`src/rtl/fetch_stage_pkg.sv`:
```
// fetch_stage_pkg: shared CPU widths, reset vector and fetch-stage types.
package fetch_stage_pkg;
    localparam int PC_W = 32;
    localparam int INST_W = 32;
    localparam int FS_BUS_W = INST_W + PC_W;
    localparam logic [PC_W-1:0] RESET_PC_DEF = 32'h1C000000;
    typedef struct packed {
        logic [INST_W-1:0] inst;
        logic [PC_W-1:0]   pc;
    } fs_bus_t;
    typedef enum logic [1:0] {IF_EMPTY, IF_LIVE, IF_HELD} if_state_e;
endpackage

```
`src/rtl/fetch_stage_if.sv`:
```
// fetch_stage_if: decode handshake, redirect and instruction SRAM signals of the fetch stage.
interface fetch_stage_if;
    import fetch_stage_pkg::*;
    logic                allow_2;
    logic                br_taken;
    logic [PC_W-1:0]     br_target;
    logic                valid_1;
    logic [FS_BUS_W-1:0] stage_1_to_2;
    logic                inst_sram_en;
    logic [3:0]          inst_sram_we;
    logic [PC_W-1:0]     inst_sram_addr;
    logic [INST_W-1:0]   inst_sram_wdata;
    logic [INST_W-1:0]   inst_sram_rdata;
    modport master (
        input  allow_2, br_taken, br_target, inst_sram_rdata,
        output valid_1, stage_1_to_2, inst_sram_en, inst_sram_we, inst_sram_addr, inst_sram_wdata
    );
    modport slave (
        output allow_2, br_taken, br_target, inst_sram_rdata,
        input  valid_1, stage_1_to_2, inst_sram_en, inst_sram_we, inst_sram_addr, inst_sram_wdata
    );
endinterface

```
`src/rtl/fetch_inst_buffer.sv`:
```
// fetch_inst_buffer: one-entry hold register for an instruction the decode stage could not yet accept.
module fetch_inst_buffer
    import fetch_stage_pkg::*;
(
    input  logic              clk,
    input  logic              reset,
    input  logic              capture,
    input  logic              clear,
    input  logic [INST_W-1:0] din,
    output logic              valid,
    output logic [INST_W-1:0] dout
);
    logic              valid_q, valid_d;
    logic [INST_W-1:0] inst_q, inst_d;
    always_comb begin
        valid_d = (reset | clear) ? 1'b0 : capture ? 1'b1 : valid_q;
        inst_d = reset ? '0 : capture ? din : inst_q;
    end
    always_ff @(posedge clk) begin
        valid_q <= valid_d;
        inst_q <= inst_d;
    end
    // SRAM data bypasses the buffer while nothing is held
    assign valid = valid_q;
    assign dout = valid_q ? inst_q : din;
endmodule

```
`src/rtl/fetch_stage.sv`:
```
// fetch_stage: two-part instruction fetch (pre-IF request, IF hold) feeding the decode stage.
module fetch_stage
    import fetch_stage_pkg::*;
#(
    parameter logic [PC_W-1:0] RESET_PC = RESET_PC_DEF
) (
    input logic          clk,
    input logic          reset,
    fetch_stage_if.master bus
);
    logic [PC_W-1:0]   pc_q, pc_d, nextpc;
    logic              if_valid_q, if_valid_d;
    logic              if_allowin, sram_en, capture, buf_valid;
    logic [INST_W-1:0] inst;
    if_state_e         if_state;
    fs_bus_t           out_bus;
    always_comb begin
        nextpc = bus.br_taken ? bus.br_target : pc_q + 32'd4;
        if_allowin = ~if_valid_q | bus.allow_2 | bus.br_taken;
        sram_en = ~reset & if_allowin;
        if_state = ~if_valid_q ? IF_EMPTY : buf_valid ? IF_HELD : IF_LIVE;
        capture = ~reset & (if_state == IF_LIVE) & ~bus.allow_2 & ~bus.br_taken;
        pc_d = reset ? RESET_PC - 32'd4 : sram_en ? nextpc : pc_q;
        if_valid_d = ~reset & (sram_en | if_valid_q);
        out_bus.inst = inst;
        out_bus.pc = pc_q;
    end
    always_ff @(posedge clk) begin
        pc_q <= pc_d;
        if_valid_q <= if_valid_d;
    end
    fetch_inst_buffer u_buf (
        .clk    (clk),
        .reset  (reset),
        .capture(capture),
        .clear  (sram_en),
        .din    (bus.inst_sram_rdata),
        .valid  (buf_valid),
        .dout   (inst)
    );
    // a redirect squashes the wrong-path instruction sitting in IF
    assign bus.valid_1 = if_valid_q & ~bus.br_taken & ~reset;
    assign bus.stage_1_to_2 = out_bus;
    assign bus.inst_sram_en = sram_en;
    assign bus.inst_sram_we = 4'h0;
    assign bus.inst_sram_addr = {nextpc[31:2], 2'b00};
    assign bus.inst_sram_wdata = '0;
endmodule

```
`src/flat_wrapper.sv`:
```
// flat-port wrapper written by rule: the top's interface ports become plain ports
module fetch_stage_flat import fetch_stage_pkg::*;
#(
    parameter logic [PC_W-1:0] RESET_PC = RESET_PC_DEF
)
  (clk, reset, bus_allow_2, bus_br_taken, bus_br_target, bus_inst_sram_rdata, bus_valid_1, bus_stage_1_to_2, bus_inst_sram_en, bus_inst_sram_we, bus_inst_sram_addr, bus_inst_sram_wdata);
  fetch_stage_if bus_i ();
  input logic clk;
  input logic reset;
  input wire logic [$bits(bus_i.allow_2)-1:0] bus_allow_2;
  input wire logic [$bits(bus_i.br_taken)-1:0] bus_br_taken;
  input wire logic [$bits(bus_i.br_target)-1:0] bus_br_target;
  input wire logic [$bits(bus_i.inst_sram_rdata)-1:0] bus_inst_sram_rdata;
  output wire logic [$bits(bus_i.valid_1)-1:0] bus_valid_1;
  output wire logic [$bits(bus_i.stage_1_to_2)-1:0] bus_stage_1_to_2;
  output wire logic [$bits(bus_i.inst_sram_en)-1:0] bus_inst_sram_en;
  output wire logic [$bits(bus_i.inst_sram_we)-1:0] bus_inst_sram_we;
  output wire logic [$bits(bus_i.inst_sram_addr)-1:0] bus_inst_sram_addr;
  output wire logic [$bits(bus_i.inst_sram_wdata)-1:0] bus_inst_sram_wdata;
  assign bus_i.allow_2 = bus_allow_2;
  assign bus_i.br_taken = bus_br_taken;
  assign bus_i.br_target = bus_br_target;
  assign bus_i.inst_sram_rdata = bus_inst_sram_rdata;
  assign bus_valid_1 = bus_i.valid_1;
  assign bus_stage_1_to_2 = bus_i.stage_1_to_2;
  assign bus_inst_sram_en = bus_i.inst_sram_en;
  assign bus_inst_sram_we = bus_i.inst_sram_we;
  assign bus_inst_sram_addr = bus_i.inst_sram_addr;
  assign bus_inst_sram_wdata = bus_i.inst_sram_wdata;
  fetch_stage #(.RESET_PC(RESET_PC)) u_core (.clk(clk), .reset(reset), .bus(bus_i));
endmodule
```
`config.mk`:
```
export PLATFORM = sky130hd
export DESIGN_NAME = fetch_stage_flat
export DESIGN_NICKNAME = d
export VERILOG_FILES = /design/src/rtl/fetch_stage_pkg.sv /design/src/rtl/fetch_stage_if.sv /design/src/rtl/fetch_inst_buffer.sv /design/src/rtl/fetch_stage.sv /design/src/flat_wrapper.sv
export SDC_FILE = /design/constraint.sdc
export NUM_CORES = 1
export LEC_CHECK = 0
export BUFFER_PORTS_ARGS = -buffer_cell sky130_fd_sc_hd__buf_2
export CORE_MARGIN = 3
export CORE_UTILIZATION = 45
export DETAILED_ROUTE_END_ITERATION = 16
export PLACE_DENSITY_LB_ADDON = 0.08
export SETUP_SLACK_MARGIN = 0.2
export SLEW_MARGIN = 10
export SYNTH_ARGS = -nofsm -noshare
export SYNTH_HDL_FRONTEND = slang
export SYNTH_SLANG_ARGS = --single-unit
```
`constraint.sdc`:
```
create_clock -name clk -period 2.56 [get_ports clk]
set_input_delay 0.128 -clock clk [delete_from_list [all_inputs] [get_ports clk]]
set_output_delay 0.128 -clock clk [all_outputs]
set_load 0.02 [all_outputs]
```
# Word-level counts from Yosys, hierarchy flattened
# Cells that the tools add are included.
totals:
  register_bits: 66
  latchBits: 0
  ramBits: 0
  romBits: 0
  out_inout_bits: 134
  elab_cells: 25
  mem_count: 0
op_classes:
  addsub: 1
  n_mul: 0
  n_div: 0
  magnitude_cmp: 0
  n_eq_ne: 1
  shift: 0
  n_mux: 4
  bitwise_logic: 15
  reduce_logical: 0
ops:
  columns: ["cell", "n"]
  rows:
  - ["$mux 32", 2]
  - ["$add 32x3->32 const B", 1]
  - ["$and 1x1->1", 7]
  - ["$mux 2", 2]
  - ["$not 1->1", 4]
  - ["$or 1x1->1", 4]
  - ["$eq 2x1->1 const B", 1]

# Longest topological paths before layout
# Gate-level depths: netlist (run 1).
depth:
  word_depth: 6
  mapped_depth: 8
  ltp_nobuf: 5

# Hierarchy
# From an unflattened synthesis (run 1), not the netlist that was laid out.
hier_totals:
  hier_cells: 590
  area_unflattened_um2: 5007.3
by_module_without_submodules:
  columns: ["mod", "instances", "cells_each", "area_per_inst_um2", "seq_area_each_um2"]
  rows:
  - ["fetch_stage", 1, 447, 3296.9, 660.6]
  - ["fetch_inst_buffer", 1, 143, 1710.4, 660.6]

# Least setup slack after synthesis (run 1)
# Ideal clock, no wire load.
synth_timing:
  path_type: "flip-flop to output port"
  startpoint: "register u_core.pc_q[2]"
  endpoint: "output port bus_inst_sram_addr[20]"
  arrival_time_ns: 2.160
  path_slack_ns: 0.272
  stages_incl_launch_ff: 7
  n_path_buf: 1
  cell_sequence: "dfxtp_1 > ha_1 > nand4_1 > nor3_1 > a211oi_1 > a311oi_1 > buf_4"
synth_via:
  elab_chain_cells: 2
synth_lines:
  columns: ["element", "line", "source"]
  rows:
  - ["start, declared", "fetch_stage.sv:11", "logic [PC_W-1:0] pc_q, pc_d, nextpc;"]
  - ["start signal, assigned", "fetch_stage.sv:29", "pc_q <= pc_d;"]
  - ["$add 32x3->32", "fetch_stage.sv:18", "nextpc = bus.br_taken ? bus.br_target : pc_q + 32'd4;"]
  - ["$mux 32", "fetch_stage.sv:18", null]
  - ["end, declared", "flat_wrapper.sv:18", "output wire logic [$bits(bus_i.inst_sram_addr)-1:0] bus_inst_sram_addr;"]
# Every way passes these cells.

# Worst setup path after layout (run 1)
layout_timing:
  startpoint: "register u_core.pc_q[13]"
  endpoint: "output port bus_inst_sram_addr[19]"
# The elaborated chain is that of the path after synthesis.

==> qor.txt, run 1 <==
Internal -> 0.00194 W
Die Width -> 108 um
Min-Delay Path Class -> in2reg
Worst Setup Path Type -> reg2out
r2r setup slk -> 0.38 ns
Net Switching -> 0.00119 W
Cell Rows -> 36
global placement routability congestion -> 0.909
DRT Wirelength -> 14800 um
I/O Buffers -> 163
io pins -> 202
Post-DRT Antenna Nets -> 0
Async SR Flop Fraction -> 0%
DR vias -> 4983
Worst path max stage delay -> 0.43 ns
CTS Buf Count -> 9
global-route wire length before repair -> 23100 um
Hold Path Cell Cnt -> 3
Clock Sinks -> 66
sequential area share after synthesis -> 28.1%
slew margin rel. -> 59.1%
initial antenna violation count -> 0
reg2reg path depth -> 4
Crit-path slowest cell -> dfxtp_1
Leak -> 2.36 nW
final hold slack -> 0.0177 ns
Tcrit/Tclk final -> 89.5%
min setup slack post-route -> 0.268 ns
synth warn -> 0
arrival time at the worst endpoint -> 2.16 ns
core area -> 9950 um^2
Syn Inst Count -> 617
worst path cell trace -> and3_2 > nand4_1 > or3_1 > a31oi_1 > buf_2
initial DRC count -> 312
min cycle time layout -> 2.29 ns
register share of total power -> 37.3%
outcome -> completed
Initial Util -> 47.3%
height of the die -> 108 um
WL/cell -> 16.7 um
Final Skew -> 0.0130 ns
hold wc startpoint -> bus_inst_sram_rdata[28]
Sw Ratio -> 38.0%
final setup fails -> 0
Main synth FF type -> dfxtp_1
drt pass-1 iters -> 5
crit start category -> flip-flop
Synth Register Bits -> 66
post-placement worst setup slack -> 0.207 ns
layout cells sized above 1 -> 38.9%
Final nets -> 819
met1 Use GR -> 32.3%
pin count of the biggest net entering global routing -> 40
Clock transition at path regs -> 0.08 ns
DRC -> 0
Crit. End Element -> primary output
area of the die -> 11700 um^2
CP required -> 2.43 ns
Worst Hold End -> u_core.u_buf.inst_q[28]$_SDFFE_PP0P_
clock latency on the worst-skew pair -> 0.35 ns
GRT Overall Usage -> 24.3%
Logic pwr share -> 34.1%
Post-DP HPWL -> 10500 um
Peak VDD IR -> 0.336 mV
Clock Power Share -> 28.6%
pwr dens -> 545 nW/um^2
number of max-cap violations -> 0
worst r2r dst -> u_core.pc_q[24]$_SDFFE_PP1P_
CTS Hold Bufs -> 0
CP max FO -> 6
vias in the first global route -> 4640
Peak Freq -> 436 MHz
Worst Tran Pin Value -> 0.613 ns
buffers and inverters on the worst path -> 1
H-tree depth -> 3
Layout Area Growth over Synthesis -> 21.7%
r2r startpoint -> u_core.pc_q[16]$_SDFFE_PP1P_
n_diodes -> 0
RSZ-0062 raised after global routing -> true
distinct cell type count after synthesis -> 51
CTS tree -> yes
Final Hold Viols -> 0
Global Route met3 Usage -> 5.43%
delay-heaviest family, CP -> simple AND/OR/NAND/NOR gates
Post-synth EDFFs -> 0
CTS max path bufs -> 2
grt total ovfl -> 0
met2 Use GR -> 40.1%
Post-Syn Area -> 4710 um^2
syn avg cell area -> 7.63 um^2
DR vias/cell -> 5.62
gr busiest metal -> met2
final setup TNS -> 0 ns
CTS Root Cell -> clkbuf_8
Pins Over Slew Limit -> 0
[worst reg2reg max path, cell delays in order, from the launching register on]
cell,delay [ns]
dfxtp_1,0.48
nand4_4,0.19
or3_2,0.62
or4_1,0.57
a211oi_1,0.23
[final cells by class]
class | count | area, um^2
clock inverters | 5 | 55.1
repair buffers | 196 | 1070
well taps | 133 | 166
fillers | 978 | 4230
multi-input cells | 470 | 2920
inverters | 7 | 26.3
flip-flops and latches | 66 | 1350
clock buffers | 10 | 138
[registers in the layout (all words and copies together) (netlist names)]
name and flops:
u_core.u_buf.inst_q 32, u_core.pc_q 32, u_core.u_buf.valid 1, u_core.if_valid_q 1
[routing by layer]
metal  share of wire (%)  wire length [um]  up-vias
li1                    -                 -     2391
met1                  42              6190     2310
met2                  48              7100      265
met3                 9.3              1380       17
met4                 1.1               170        0
met5                   0                 0        -
[layout by cell type (no fill, tap or decap), types with 6 or more instances in the layout]
cell / netlist / final
nor4_1: 19 / 19
nand3_1: 17 / 13
conb_1: 1 / 38
dfxtp_1: 66 / 49
a211oi_1: 11 / 11
xnor2_1: 11 / 11
nand2_1: 94 / 90
inv_1: 6 / 6
a21boi_0: 7 / 6
buf_4: 68 / 34
mux2_2: 35 / 35
and4_1: 8 / 6
dfxtp_2: 0 / 13
nor3_1: 24 / 22
clkbuf_8: 0 / 10
o21ai_0: 8 / 8
nand4_1: 12 / 12
a311oi_1: 10 / 9
a21oi_1: 41 / 41
buf_2: 9 / 162
nand2b_1: 14 / 14
o31a_1: 8 / 8
nor2_1: 39 / 38
[cells in the mapped netlist, types with 5 or more instances]
master	number	share of area (%)
inv_1	6	0.48
a21oi_1	41	4.4
xnor2_1	11	2.0
a211oi_1	11	1.8
nor4_1	19	2.5
o31a_1	8	1.5
a21boi_0	7	1.1
nand4_1	12	1.6
and4_1	8	1.5
o31ai_1	5	0.80
or3_1	6	0.80
nand2b_1	14	1.9
a311oi_1	10	1.9
clkbuf_1	32	2.6
dfxtp_1	66	28
and2_1	5	0.66
buf_2	9	0.96
nor3_1	24	2.6
buf_4	68	11
or4_1	5	0.80
nand3_1	17	1.8
nand2_1	94	7.5
o21ai_0	8	0.85
mux2_2	35	8.4
nor2_1	39	3.1
[metrics by stage]
| step | total power [W] | util [%] | instances | cell area, um^2 |
|---|---|---|---|---|
| floorplan | 0.00193 | - | 654 | 4850 |
| global placement | 0.00214 | 53.4 | 860 | 5320 |
| detailed placement | 0.00215 | 53.4 | 860 | 5320 |
| CTS | 0.00306 | 55.8 | 878 | 5550 |
| global route | 0.00328 | 57.5 | 887 | 5730 |
| finish | 0.00312 | 57.5 | 887 | 5730 |
[worst max-delay path by stage]
stage          cells past startpoint                           end  slack, ns                          from
6_report                           5        bus_inst_sram_addr[19]       0.27  u_core.pc_q[13]$_SDFFE_PP1P_
5_1_grt                            5        bus_inst_sram_addr[31]       0.16  u_core.pc_q[23]$_SDFFE_PP1P_
4_1_cts                            5        bus_inst_sram_addr[31]       0.12  u_core.pc_q[23]$_SDFFE_PP1P_
3_5_place_dp                       4  u_core.pc_q[24]$_SDFFE_PP1P_       0.21  u_core.pc_q[15]$_SDFFE_PP1P_
3_3_place_gp                       5        bus_inst_sram_addr[28]       0.32  u_core.pc_q[15]$_SDFFE_PP1P_
2_1_floorplan                      6        bus_inst_sram_addr[20]       0.27   u_core.pc_q[2]$_SDFFE_PP1P_
[what timing repair did]
item | in CTS | in global routing
setup endpoints to repair | 20 | 23
gates resized for setup | 9 | 39
cloned | 0 | 2
pin swaps | 1 | 6
buffers inserted | 3 | 7
[cell families after synthesis]
logic type / Yosys count / share of synthesized area (%)
multiplexers: 38 / 9.01
AND/OR/NAND/NOR: 259 / 27.3
XOR/XNOR: 15 / 2.79
other: 1 / 0.0797
buffers and inverters: 120 / 15.2
adder cells (fa/ha/maj): 1 / 0.266
flip-flops: 66 / 28.1
AO/OA/AOI/OAI: 117 / 17.3
[power by group through the flow]
stage               Clock (W)  Combinational [W]  Sequential, W
floorplan                   0           0.000737        0.00120
global placement            0           0.000972        0.00117
detailed placement          0           0.000978        0.00117
CTS                  0.000908            0.00100        0.00115
global route         0.000956            0.00115        0.00117
finish               0.000894            0.00106        0.00116
Note: power is estimated with default switching activity, not from simulation.
==> inputs of run 2 (changes only) <==
Clock period 2.56 ns to 2.9 ns, I/O delays scaled along.
==> run 2 against run 1 <==
  * Design area is 4.1% lower
  * Highest routed layer unchanged
  * Non-clock buffer count is 18 lower
  * Count of clock-buffer cells in the layout stayed put
  * First-iteration DRC count is 13% higher
  * Sequential share of layout area is 0.44 points higher
  * Critical endpoint is now bus_inst_sram_addr[31]
  * Largest power group unchanged
  * Final cell count is 2.1% lower
  * Clock skew is 0.0037 ns lower
  * Worst setup slack better by 0.099 ns
==> qor.txt, run 2 (synthesis results as in run 1) <==
Largest regs -> u_core.pc_q (32), u_core.u_buf.inst_q (32) (unchanged)
DR vias -> 4843 (was 4983)
I/O Buffers -> 163 (unchanged)
CTS max path bufs -> 2 (unchanged)
CTS Root Cell -> clkbuf_8 (unchanged)
final core occ -> 55.2% (was 57.5%)
DRT Wirelength -> 14100 um (was 14800 um)
Die Width -> 108 um (unchanged)
global-route wire length before repair -> 22200 um (was 23100 um)
pwr dens -> 504 nW/um^2 (was 545 nW/um^2)
CP max FO -> 10 (was 6)
Layout Area Growth over Synthesis -> 16.7% (was 21.7%)
GRT Overall Usage -> 23.6% (was 24.3%)
Final Skew -> 0.00925 ns (was 0.0130 ns)
commonest non-fill, non-tap cell in the layout -> buf_2 (unchanged)
height of the die -> 108 um (unchanged)
Crit. End Element -> primary output (unchanged)
Hold Path Cell Cnt -> 3 (unchanged)
DR vias/cell -> 5.58 (was 5.62)
Routed met1 length -> 6130 um (was 6190 um)
initial antenna violation count -> 0 (unchanged)
Leak -> 2.26 nW (was 2.36 nW)
final setup TNS -> 0 ns (unchanged)
grt total ovfl -> 0 (unchanged)
CTS Hold Bufs -> 0 (unchanged)
slew margin rel. -> 24.7% (was 59.1%)
Met2 Routed Length -> 6520 um (was 7100 um)
CTS Buf Count -> 9 (unchanged)
Initial Util -> 47.3% (unchanged)
RSZ-0062 raised after global routing -> true (unchanged)
Worst Tran Pin Value -> 1.13 ns (was 0.613 ns)
layout cells sized above 1 -> 33.1% (was 38.9%)
wire length on met3 -> 1160 um (was 1380 um)
Clock transition at path regs -> 0.08 ns (about the same)
clock latency on the worst-skew pair -> 0.36 ns (was 0.35 ns)
min cycle time layout -> 2.53 ns
Peak Freq -> 395 MHz
reg2reg path depth -> 5 (was 4)
Final nets -> 799 (was 819)
Pins Over Slew Limit -> 0 (unchanged)
Min-Delay Path Class -> in2reg (unchanged)
DRC -> 0 (unchanged)
vias in the first global route -> 4426 (was 4640)
Crit-path slowest cell -> or4_1 (was dfxtp_1)
CTS tree -> yes (unchanged)
final setup fails -> 0 (unchanged)
drt pass-1 iters -> 5 (unchanged)
pin count of the biggest net entering global routing -> 66 (was 40)
Cell Rows -> 36 (unchanged)
Clock Sinks -> 66 (unchanged)
core area -> 9950 um^2 (unchanged)
filler cell count -> 1001 (was 978)
top sig layer -> met4 (unchanged)
io pins -> 202 (unchanged)
commonest cells after routing, fill and taps aside -> buf_2, nand2_1, dfxtp_1 (unchanged)
WL/cell -> 16.2 um (was 16.7 um)
outcome -> completed (unchanged)
Worst Setup Path Type -> reg2out (unchanged)
CP required -> 2.76 ns (was 2.43 ns)
Post-DP HPWL -> 10000 um (was 10500 um)
n_diodes -> 0 (unchanged)
Post-DRT Antenna Nets -> 0 (unchanged)
Peak VDD IR -> 0.227 mV (was 0.336 mV)
Tcrit/Tclk final -> 87.4%
number of max-cap violations -> 0 (unchanged)
area of the die -> 11700 um^2 (unchanged)
crit start category -> flip-flop (unchanged)
H-tree depth -> 3 (unchanged)
global placement routability congestion -> 0.854 (was 0.909)
initial DRC count -> 351 (was 312)
arrival time at the worst endpoint -> 2.39 ns (was 2.16 ns)
worst path cell trace -> nand3_1 > or4_1 > o31a_1 > nor3_1 > buf_2 (was and3_2 > nand4_1 > or3_1 > a31oi_1 > buf_2)
Final Hold Viols -> 0 (unchanged)
Worst path max stage delay -> 0.63 ns (was 0.43 ns)
run 2: where the power goes:
part	switching [W]	leakage, nW	total (W)	internal [W]
registers	0.0000692	0.541	0.00102	0.000951
logic	0.000564	1.61	0.000859	0.000294
clock network	0.000401	0.107	0.000888	0.000488
run 2: final cells by class:
| cell class | instances | area [um^2] | area share (%) |
|---|---|---|---|
| Clock buffer | 10 | 128 | 2.32 |
| Clock inverter | 6 | 90.1 | 1.64 |
| Inverter | 7 | 26.3 | 0.478 |
| Multi-Input combinational cell | 468 | 2830 | 51.6 |
| Sequential cell | 66 | 1320 | 24.1 |
| Tap cell | 133 | 166 | 3.03 |
| Timing Repair Buffer | 178 | 928 | 16.9 |
run 2: per-stage QoR:
step	cell area [um^2]	hold WS [ns]	total power (W)	setup slack (ns)	cells
after global routing	5490	0.0196	0.00292	0.192	868
after detailed placement	5250	0.394	0.00188	0.541	851
after floorplan	4850	0.281	0.00171	0.595	654
after CTS	5470	0.0145	0.00277	0.202	867
after global placement	5250	0.382	0.00187	0.588	851
final	5490	0.0237	0.00277	0.366	868
run 2: worst paths after layout:
path | startpoint | end | slack [ns]
max reg2reg | u_core.pc_q[7]$_SDFFE_PP1P_ | u_core.pc_q[22]$_SDFFE_PP1P_ | 0.63
min | bus_br_target[0] | u_core.pc_q[0]$_SDFFE_PP0P_ | 0.02
max | u_core.pc_q[22]$_SDFFE_PP1P_ | bus_inst_sram_addr[31] | 0.37
min reg2reg | u_core.u_buf.inst_q[8]$_SDFFE_PP0P_ | u_core.u_buf.inst_q[8]$_SDFFE_PP0P_ | 0.46
run 2: repair_timing:
action,CTS,global route
pin swaps,0,1
setup endpoints to repair,5,11
resized for setup,2,5
setup buffers,0,1
run 2: metal layers:
| metal | vias up | GRT usage, % |
|---|---|---|
| li1 | 2348 | - |
| met1 | 2223 | 33.0 |
| met2 | 242 | 36.1 |
| met3 | 30 | 4.54 |
| met4 | 0 | 8.57 |
| met5 | - | 0 |
run 2: critical path: cells and delay by family (launching register included):
kind	cells	cell delay [ns]
simple gates	3	1.05
flops	1	0.51
compound gates	1	0.28
buf+inv	1	0.19
==> inputs of run 3 (changes only) <==
Settings changed: CORE_ASPECT_RATIO set to 0.7, CORE_MARGIN 3 to 2.
==> run 3 against run 2 <==
  * Total power up 14%
  * Clock skew down 0.00059 ns
  * Wire length up 3.3%
  * Global-route usage up 0.66 points
  * Final cell count up 0.23%
  * Sequential share of layout area down 0.63 points
  * Sequential power about the same
  * Sequential cell count unchanged
  * Worst hold slack better by 0.037 ns
  * Non-clock buffer count up 3
  * Count of clock-buffer cells in the layout up 1
  * Critical path type unchanged
==> qor.txt, run 3 (synthesis results as in run 1) <==
Worst Tran Pin Value -> 1.11 ns (was 1.13 ns)
io pins -> 202 (unchanged)
Layout Area Growth over Synthesis -> 19.8% (was 16.7%)
arrival time at the worst endpoint -> 2.41 ns (was 2.39 ns)
Final nets -> 802 (was 799)
DRC -> 0 (unchanged)
number of max-cap violations -> 0 (unchanged)
Min-Delay Path Class -> in2reg (unchanged)
DRT Wirelength -> 14600 um (was 14100 um)
Crit-path slowest cell -> or4_1 (unchanged)
drt pass-1 iters -> 5 (unchanged)
worst path cell trace -> nand3_1 > or4_1 > o31a_1 > nor3_1 > buf_2 (unchanged)
Hold Path Cell Cnt -> 3 (unchanged)
commonest non-fill, non-tap cell in the layout -> buf_2 (unchanged)
Peak VDD IR -> 0.361 mV (was 0.227 mV)
Die Width -> 126 um (was 108 um)
Peak Freq -> 392 MHz (was 395 MHz)
vias in the first global route -> 4180 (was 4426)
core area -> 10300 um^2 (was 9950 um^2)
Largest regs -> u_core.pc_q (32), u_core.u_buf.inst_q (32) (unchanged)
clock latency on the worst-skew pair -> 0.33 ns (was 0.36 ns)
crit start category -> flip-flop (unchanged)
buffers and inverters on the worst path -> 1 (unchanged)
Worst Setup Path Type -> reg2out (unchanged)
global-route wire length before repair -> 21700 um (was 22200 um)
initial DRC count -> 406 (was 351)
layout cells sized above 1 -> 32.9% (was 33.1%)
commonest cells after routing, fill and taps aside -> buf_2, nand2_1, dfxtp_1 (unchanged)
RSZ-0062 raised after global routing -> false (was true)
final setup TNS -> 0 ns (unchanged)
CTS max path bufs -> 2 (unchanged)
DR vias -> 4953 (was 4843)
delay-heaviest family, CP -> simple AND/OR/NAND/NOR gates (unchanged)
placed inst area -> 5230 um^2 (was 5250 um^2)
CTS Root Cell -> clkbuf_16 (was clkbuf_8)
n_diodes -> 0 (unchanged)
Post-DRT Antenna Nets -> 0 (unchanged)
Clock Sinks -> 66 (unchanged)
I/O Buffers -> 163 (unchanged)
DR vias/cell -> 5.69 (was 5.58)
Tcrit/Tclk final -> 88.0% (was 87.4%)
Clock transition at path regs -> 0.06 ns (was 0.08 ns)
slew margin rel. -> 25.9% (was 24.7%)
Post-DP HPWL -> 10300 um (was 10000 um)
min cycle time layout -> 2.55 ns (was 2.53 ns)
Initial Util -> 45.8% (was 47.3%)
pin count of the biggest net entering global routing -> 57 (was 66)
Crit. End Element -> primary output (unchanged)
Cell Rows -> 31 (was 36)
r2r setup slk -> 0.64 ns (was 0.63 ns)
GRT Overall Usage -> 24.3% (was 23.6%)
Final Skew -> 0.00866 ns (was 0.00925 ns)
global placement routability congestion -> 0.907 (was 0.854)
final setup fails -> 0 (unchanged)
CTS tree -> yes (unchanged)
WL/cell -> 16.7 um (was 16.2 um)
outcome -> completed (unchanged)
reg2reg path depth -> 5 (unchanged)
area of the die -> 11300 um^2 (was 11700 um^2)
CP required -> 2.76 ns (about the same)
Final Hold Viols -> 0 (unchanged)
Leak -> 2.33 nW (was 2.26 nW)
Worst Hold End -> u_core.pc_q[0]$_SDFFE_PP0P_ (unchanged)
CP max FO -> 10 (unchanged)
Worst path max stage delay -> 0.65 ns (was 0.63 ns)
pwr dens -> 560 nW/um^2 (was 504 nW/um^2)
Pins Over Slew Limit -> 0 (unchanged)
initial antenna violation count -> 0 (unchanged)
design area -> 5640 um^2 (was 5490 um^2)
H-tree depth -> 3 (unchanged)
height of the die -> 89.6 um (was 108 um)
CTS Buf Count -> 9 (unchanged)
worst r2r dst -> u_core.pc_q[28]$_SDFFE_PP1P_ (was u_core.pc_q[22]$_SDFFE_PP1P_)
hold wc startpoint -> bus_br_target[0] (unchanged)
grt total ovfl -> 0 (unchanged)
r2r startpoint -> u_core.pc_q[2]$_SDFFE_PP1P_ (was u_core.pc_q[7]$_SDFFE_PP1P_)
CTS Hold Bufs -> 0 (unchanged)
==> run 3: what timing repair did <==
action	CTS	global route
pin swaps	0	1
gates resized for setup	4	2
setup buffers	0	6
setup endpoints to repair	6	10
==> run 3: tightest hold or removal path: cells and delay by family <==
kind | cells | cell delay [ns]
buf+inv | 1 | 0.08
mux | 1 | 0.05
simple gates | 1 | 0.08
==> run 3: how the worst max path moves through the flow <==
stage | slack [ns] | from | to | cells past startpoint
global placement | 0.47 | u_core.pc_q[14]$_SDFFE_PP1P_ | bus_inst_sram_addr[22] | 5
global route | 0.23 | u_core.pc_q[22]$_SDFFE_PP1P_ | bus_inst_sram_addr[31] | 5
floorplan | 0.59 | u_core.pc_q[2]$_SDFFE_PP1P_ | bus_inst_sram_addr[20] | 6
detailed placement | 0.46 | u_core.pc_q[14]$_SDFFE_PP1P_ | bus_inst_sram_addr[22] | 5
CTS | 0.25 | u_core.pc_q[2]$_SDFFE_PP1P_ | bus_inst_sram_addr[20] | 7
finish | 0.35 | u_core.pc_q[22]$_SDFFE_PP1P_ | bus_inst_sram_addr[31] | 5
==> run 3: metal layers <==
metal  up-vias  wire, um  global-route usage, %
met4         0       149                   6.69
met3        16      1420                   7.23
met2       279      6210                   34.9
met1      2309      6780                   35.2
li1       2349         -                      -
met5         -         0                      0
==> run 3: metrics by stage <==
| stage | hold slack, ns | total power (W) | setup slack (ns) | cells | util [%] |
|---|---|---|---|---|---|
| after floorplan | 0.281 | 0.00171 | 0.595 | 654 | - |
| after global placement | 0.379 | 0.00187 | 0.473 | 848 | 50.9 |
| after detailed placement | 0.395 | 0.00188 | 0.462 | 848 | 50.9 |
| after CTS | 0.0549 | 0.00315 | 0.249 | 864 | 54.3 |
| after global routing | 0.0595 | 0.00330 | 0.230 | 870 | 54.9 |
| final | 0.0604 | 0.00316 | 0.349 | 870 | 54.9 |
==> run 3: report_power, final <==
part | switching, W | internal [W] | total, W
clock network | 0.000414 | 0.000839 | 0.00125
logic | 0.000578 | 0.000302 | 0.000879
registers | 0.0000732 | 0.000953 | 0.00103
==> run 3: layout make-up <==
| type | instances | area (um^2) |
|---|---|---|
| Multi-Input combinational cell | 468 | 2840 |
| Inverter | 7 | 26.3 |
| Timing Repair Buffer | 181 | 951 |
| Clock buffer | 11 | 233 |
| Tap cell | 132 | 165 |
| Fill cell | 1026 | 4640 |
| Clock inverter | 5 | 103 |
| Sequential cell | 66 | 1320 |
